==> src/rtl/ram_port_scheduler.sv <==
// Four-phase pipeline sequencer and single-port RAM arbiter with external slot lending.
// Define RAM_SCHED_STALL_EN to add the starvation counter and one-cycle STALL insertion.
module ram_port_scheduler #(
    parameter int unsigned STARVE_LIMIT = 8
) (
    input  logic        clk,
    input  logic        reset,
    output logic [1:0]  clk_stage,
    output logic [3:0]  stage_en,
    output logic        stall,
    input  logic        s0_req,
    input  logic        s1_req,
    input  logic        s2_req,
    input  logic        s3_req,
    input  logic [15:0] s0_address,
    input  logic [15:0] s1_address,
    input  logic [15:0] s2_address,
    input  logic [15:0] s3_address,
    input  logic        s3_write,
    input  logic [31:0] s3_data,
    input  logic        ext_req,
    input  logic        ext_write,
    input  logic [15:0] ext_address,
    input  logic [31:0] ext_data,
    output logic        ext_grant,
    output logic [31:0] ext_rdata,
    output logic        ext_rdata_valid,
    output logic [15:0] ram_address,
    output logic [31:0] ram_in,
    output logic        ram_is_write,
    input  logic [31:0] ram_value
);

    localparam int unsigned CNT_MAX = 15;

    if (STARVE_LIMIT < 1 || STARVE_LIMIT > CNT_MAX) begin : g_limit_check
        $error("ram_port_scheduler: STARVE_LIMIT must be in 1..15");
    end

    logic [1:0]  phase_next;
    logic [3:0]  stage_req_vec;
    logic        stage_req;
    logic [15:0] stage_addr;
    logic        ext_own;
    logic        in_stall;

`ifdef RAM_SCHED_STALL_EN
    localparam int unsigned CNT_W = 4;

    typedef enum logic [0:0] {
        RUN   = 1'b0,
        STALL = 1'b1
    } state_t;

    state_t           state, state_next;
    logic [CNT_W-1:0] wait_cnt, wait_next;

    assign in_stall = (state == STALL);
`else
    assign in_stall = 1'b0;
`endif

    assign stall = in_stall;

    // Address and request of the stage that owns the current phase
    assign stage_req_vec = {s3_req, s2_req, s1_req, s0_req};
    assign stage_req     = stage_req_vec[clk_stage];

    always_comb begin
        case (clk_stage)
            2'd0:    stage_addr = s0_address;
            2'd1:    stage_addr = s1_address;
            2'd2:    stage_addr = s2_address;
            default: stage_addr = s3_address;
        endcase
    end

    // Slot ownership, RAM port mux and next-state; reset forces the port idle immediately
    always_comb begin
        phase_next   = clk_stage;
        stage_en     = 4'b0000;
        ext_own      = 1'b0;
        ext_grant    = 1'b0;
        ram_address  = stage_addr;
        ram_in       = s3_data;
        ram_is_write = 1'b0;
`ifdef RAM_SCHED_STALL_EN
        state_next   = state;
        wait_next    = '0;
`endif
        if (!reset) begin
            if (in_stall) begin
                ext_own = ext_req;
            end else begin
                stage_en   = 4'b0001 << clk_stage;
                phase_next = clk_stage + 2'd1;
                if (stage_req) begin
                    ram_is_write = (clk_stage == 2'd3) && s3_write;
                end else begin
                    ext_own = ext_req;
                end
            end
            if (ext_own) begin
                ext_grant    = 1'b1;
                ram_address  = ext_address;
                ram_in       = ext_data;
                ram_is_write = ext_write;
            end
        end
`ifdef RAM_SCHED_STALL_EN
        if (ext_req && !ext_grant) begin
            wait_next = (wait_cnt == CNT_W'(CNT_MAX)) ? wait_cnt : wait_cnt + CNT_W'(1);
        end
        case (state)
            RUN:     if (wait_next == CNT_W'(STARVE_LIMIT)) state_next = STALL;
            STALL:   state_next = RUN;
            default: state_next = RUN;
        endcase
`endif
    end

    always_ff @(posedge clk or posedge reset) begin
        if (reset) begin
            clk_stage       <= 2'd0;
            ext_rdata       <= 32'd0;
            ext_rdata_valid <= 1'b0;
`ifdef RAM_SCHED_STALL_EN
            state           <= RUN;
            wait_cnt        <= '0;
`endif
        end else begin
            clk_stage       <= phase_next;
            ext_rdata_valid <= ext_grant && !ext_write;
            if (ext_grant && !ext_write) begin
                ext_rdata <= ram_value;
            end
`ifdef RAM_SCHED_STALL_EN
            state           <= state_next;
            wait_cnt        <= wait_next;
`endif
        end
    end

endmodule

==> config.mk <==
export PLATFORM = sky130hd
export DESIGN_NAME = ram_port_scheduler
export DESIGN_NICKNAME = d
export VERILOG_FILES = /design/src/rtl/ram_port_scheduler.sv
export SDC_FILE = /design/constraint.sdc
export NUM_CORES = 1
export LEC_CHECK = 0
export BUFFER_PORTS_ARGS = -buffer_cell sky130_fd_sc_hd__buf_2
export CORE_AREA = 2 2 106 108
export CTS_BUF_LIST = sky130_fd_sc_hd__clkbuf_4 sky130_fd_sc_hd__clkbuf_8
export DETAILED_ROUTE_END_ITERATION = 6
export DIE_AREA = 0 0 108 110
export HOLD_SLACK_MARGIN = 0.08
export MAX_ROUTING_LAYER = met4
export PLACE_DENSITY_LB_ADDON = 0.15
export SLEW_MARGIN = 20
export SYNTH_ARGS = -nofsm -noshare
export SYNTH_HDL_FRONTEND = slang
export SYNTH_SLANG_ARGS = --single-unit
==> constraint.sdc <==
create_clock -name clk -period 5.6 [get_ports clk]
set_clock_uncertainty 0.2 [all_clocks]
set_input_delay 0.28 -clock clk [delete_from_list [all_inputs] [get_ports clk]]
set_output_delay 0.28 -clock clk [all_outputs]
set_load 0.05 [all_outputs]
# ---- After elaboration in Yosys (flattened, before gate mapping)
# Index checks and enable logic that the tools add are counted.
dict set report op_classes {
  n_addsub 1
  reduce_logical 4
  n_div 0
  order_cmp 1
  n_bitwise 0
  n_eq_ne 3
  n_mul 0
  n_shift 1
  mux 15
}
# cell n
set ops {}
lappend ops {{two-way mux 32 bit} 2}
lappend ops {{one-hot mux 16 bit (3 select lines)} 1}
lappend ops {{two-way mux 16 bit} 2}
lappend ops {{two-way mux 1 bit} 8}
lappend ops {{equality test 2 bit, second input constant} 2}
lappend ops {{two-way mux 4 bit} 1}
lappend ops {{left shift 1 x 2 -> 4 bit, first input constant} 1}
lappend ops {{less-than comparator 2 x 3 -> 1 bit, second input constant} 1}
lappend ops {{adder 2 x 1 -> 2 bit, second input constant} 1}
lappend ops {{binary-select mux 1 bit (select 2 bit)} 1}
lappend ops {{equality test 2 x 1 -> 1 bit, second input constant} 1}
lappend ops {{logical AND 1 bit} 2}
lappend ops {{zero test 2 bit} 1}
lappend ops {{zero test 1 bit} 1}
dict set report word_totals {
  input_bits 185
  out_inout_bits 90
  word_cells 28
  ff_bits 35
  memories 0
  ram_bits 0
  latchBits 0
  mem_bits_ro 0
}

# ---- Depth between registers and ports, before layout
dict set report logic_depth {
  word_depth 7
  depth_mapped 7
  ltp_nobuf 5
}

# ---- Least setup slack after synthesis
# No wires, ideal clock.
dict set report synth_path {
  path_type {reg-to-output}
  from {register clk_stage[0]}
  to {output ram_is_write}
  n_path_buf 0
  path_slack_ns 2.425
  required_time_ns 5.120
  path_stages_with_launch 5
  arrival_ns 2.695
  cell_sequence {dfrtp_1 -> ha_1 -> nor2b_1 -> nand2_1 -> mux2i_1}
}
dict set report synth_between {
  elab_chain_len 6
  elab_cells_between_ends 9
  classes_between {1 x eq/ne; 7 x mux; 1 x reduce/logical}
}
# item line
set synth_lines {}
lappend synth_lines {{start, declared} 8} ;# output logic [1:0] clk_stage,
lappend synth_lines {{start signal, assigned} 132} ;# clk_stage <= phase_next;
lappend synth_lines {{binary-select mux 1 bit (select 2 bit)} 67} ;# assign stage_req = stage_req_vec[clk_stage];
lappend synth_lines {{two-way mux 1 bit (not written as such)} 67}
lappend synth_lines {{two-way mux 1 bit} 97} ;# if (stage_req) begin
lappend synth_lines {{two-way mux 1 bit} 91} ;# if (!reset) begin
lappend synth_lines {{two-way mux 1 bit *} 103} ;# if (ext_own) begin
lappend synth_lines {{two-way mux 1 bit *} 91}
lappend synth_lines {{end, declared} 30} ;# output logic ram_is_write,
# Mark *: on every way between the ends. The rest lies on a longest branch, timed or not. The select of a mux whose other input is x is not followed.

# ---- Final worst setup path
dict set report layout_path {
  from {input reset}
  to {output ram_address[13]}
}
dict set report layout_between {
  elab_chain_len 1
}
# item line
set layout_lines {}
lappend layout_lines {{start, declared} 7} ;# input logic reset,
lappend layout_lines {{two-way mux 16 bit} 91}
lappend layout_lines {{end, declared} 28} ;# output logic [15:0] ram_address,
# No other way between the ends.

==> flow_metrics.py <==
metrics = {
    "synth": {
        "yosys.area.top_type": "dfrtp_1",
        "synth_area_leaders": "dfrtp_1 (35%), mux2_2 (32%), mux2i_1 (7.9%), a222oi_1 (6.3%), mux2_4 (5.3%)",
        "synth_top_area_share_pct": 34.57,
        "ys_seq_area_share_pct": 34.57,
        "ys_ff_latch": 35,
        "postSynth.asyncResetShare_pct": 100.0,
        "synth_edf_count": 0,
        "syn-instance-count": 209,
        "yosysUniqueCellTypes": 22,
        "syn_avg_cell_area_um2": 12.12,
        "synth_commonest_cells": "mux2_2 (72), dfrtp_1 (35), inv_1 (20), mux2i_1 (20), a222oi_1 (16)",
        "synth_ff_type": "dfrtp_1",
        "syn_nets": 399,
        "ys.warnings.count": 0,
        "netlist_area_um2": 2534,
        "synth_most_common_cell": "mux2_2",
    },
    "power_and_ir_drop": {
        "p_comb_share_pct": 75.3,
        "clockPowerShare_pct": 7.1,
        "pwr-share-seq_pct": 17.6,
        "powerDensity_nw_per_um2": 581.2,
        "max-vdd-ir-drop_mv": 0.3165,
        "netSwitchingPower_uw": 1510,
        "switching_share_pct": 58.74,
        "power.internal_uw": 1061,
        "leakagePower_uw": 0.002385,
    },
    "finish": {
        "fin_nets": 697,
        "multiInputGateArea_um2": 1479,
        "fill_cells": 1073,
        "drive_above_1_share_pct": 72.44,
        "utilization_pct": 41.35,
        "seqCellArea_um2": 875.8,
        "area_growth_pct": 74.57,
    },
    "clocking": {
        "ctsResizeCount": 0,
        "clockRootBuffer": "clkbuf_8",
        "clk_latency_ps": 270,
        "path_clk_slew_ps": 70,
        "h-tree-depth": 2,
        "cts_tree": "built",
        "cts.sink_count": 35,
        "cts-buffers-inserted": 5,
        "clk_path_buf_depth": 2,
    },
    "placed_design": {
        "portBuffers": 273,
        "hpwl_mm": 8.321,
        "gp_congestion": 0.8832,
    },
    "grt": {
        "grt_max_degree": 50,
        "track_usage_pct": 16.72,
        "grt_pass1_vias": 2891,
        "grt_pass1_wl_mm": 14.87,
        "grt_overflow": 0,
        "antenna_found_initial": 4,
    },
    "critical_path": {
        "reg2reg_depth": 4,
        "end_kind": "output pin",
        "cp.required_ps": 5120,
        "reg2reg_slack_ps": 3550,
        "cp-start-kind": "input port",
        "worst_r2r_endpoint": "ext_rdata[31]",
        "cp.arrival_ps": 2630,
        "crit_type": "in -> out",
        "cp_max_fo": 49,
        "worstReg2RegStart": "clk_stage[0]",
    },
    "drt": {
        "wl_per_cell_um": 16.08,
        "dr.pass1.iters": 5,
        "drc": 0,
        "drt_iter0_markers": 154,
        "vias": 2887,
        "routed_wl_mm": 10.48,
        "vias_per_cell": 4.428,
        "ant_nets": 0,
    },
    "sta": {
        "worst_slew_pin_slew_ps": 972.9,
        "drv_slew": 0,
        "relSlewSlack_pct": 35.14,
        "setup_tns_ps": 0,
        "fin_crit_ps": 3111,
        "finalHoldViolCount": 0,
        "post-route-period-util_pct": 55.55,
        "setup_viol": 0,
        "max_freq_mhz": 321.4,
        "rsz0062_at_grt": "no",
    },
    "floorplanning": {
        "dieHeight_um": 110,
        "start_util_pct": 23.68,
        "die_area_um2": 11880,
        "ios": 275,
        "std_cell_rows": 38,
        "fp.dieW_um": 108,
        "core_area_um2": 10700,
    },
    "flow_run": {
        "maxCapViolations": 0,
    },
    "worst_hold_path": {
        "whs_path_depth": 1,
        "holdPathEnd": "ext_rdata[3]",
        "hp-start": "ext_rdata[3]",
        "hp-class": "reg -> reg",
    },
    "outcome": {
        "outcome": "finished, final reports clean",
    },
}
[power groups by stage]
stage	logic (µW)	registers, µW	clock network [µW]
CTS	1950	450	193
detailed placement	1920	452	0
global placement	1920	445	0
finish	1940	453	183
floorplan	1060	893	0
global route	2030	471	200
[stage by stage]
stage	power (µW)	instance area [µm²]	cells	hold WS (ps)	setup slack, ps
floorplan	1955	2534	209	230.4	2425
CTS	2590	4413	648	304.8	2479
global route	2705	4423	652	310.9	2372
detailed placement	2376	3994	607	286.7	2809
global placement	2361	3994	607	283.0	2880
finish	2570	4423	652	300.5	2489
[worst max-delay path, cell delays in order]
cell	delay [ps]
dlygate4sd3_1	550
buf_2	210
nor3b_1	230
a22o_2	160
buf_4	530
mux2_2	420
buf_2	210
[per-layer routing]
layer	up-vias	GRT usage (%)	share of wire [%]
met4	0	5.311	2.0
met2	153	30.05	51
li1	1368	-	-
met5	-	-	0
met1	1348	18.87	38
met3	18	3.116	8.3
[registers in the layout (all words and copies together) (netlist names)]
signal and count:
clk_stage 2, ext_rdata_valid 1, ext_rdata 32
[layout by cell type (no fill, tap or decap)]
cell	instances
a222oi_1	16
a22o_2	1
a22oi_2	1
and3b_1	1
buf_2	273
buf_4	3
clkbuf_4	2
clkbuf_8	5
clkinv_2	1
conb_1	1
dfrtp_1	35
diode_2	4
dlygate4sd3_1	33
ha_1	5
inv_1	20
mux2_2	72
mux2_4	9
mux2i_1	20
nand2_1	1
nand3_1	1
nor2b_1	4
nor3b_1	1
nor4b_2	1
nor4bb_1	1
xnor2_1	1
[kinds of logic after synthesis]
| family | Yosys count | share of synthesized area (%) |
|---|---|---|
| muxes | 101 | 45.23 |
| buffers and inverters | 38 | 7.111 |
| DFF | 35 | 34.57 |
| AOI/OAI and AO/OA | 18 | 7.160 |
| and+or+nand+nor | 10 | 2.962 |
| adders and majority gates | 5 | 2.469 |
| other | 1 | 0.1480 |
| xor gates and xnor gates | 1 | 0.3457 |
[worst max-delay path by stage]
stage | to | start | slack [ps] | cells past startpoint
detailed placement | ram_in[5] | clk_stage[0] | 2810 | 5
floorplan | ram_is_write | clk_stage[0] | 2430 | 4
CTS | ram_in[5] | reset | 2480 | 7
finish | ram_address[13] | reset | 2490 | 7
global route | ram_address[13] | clk_stage[0] | 2370 | 5
global placement | ram_address[13] | clk_stage[0] | 2880 | 6
[repair_timing]
action,4_1_cts,5_1_grt
endpoints found under the hold margin,67,0
hold buffers,33,0
buffers inserted,0,0
setup endpoints to repair,0,0
[area by class of cell]
class / count / area share [%]
timing repair buffer: 309 / 38.87
sequential: 35 / 19.80
clock inverter: 1 / 0.1132
tap: 140 / 3.960
multi-input combinational: 136 / 33.44
antenna: 4 / 0.2263
inverter: 20 / 1.697
clock buffer: 7 / 1.895
(Power assumes the default switching activity.)
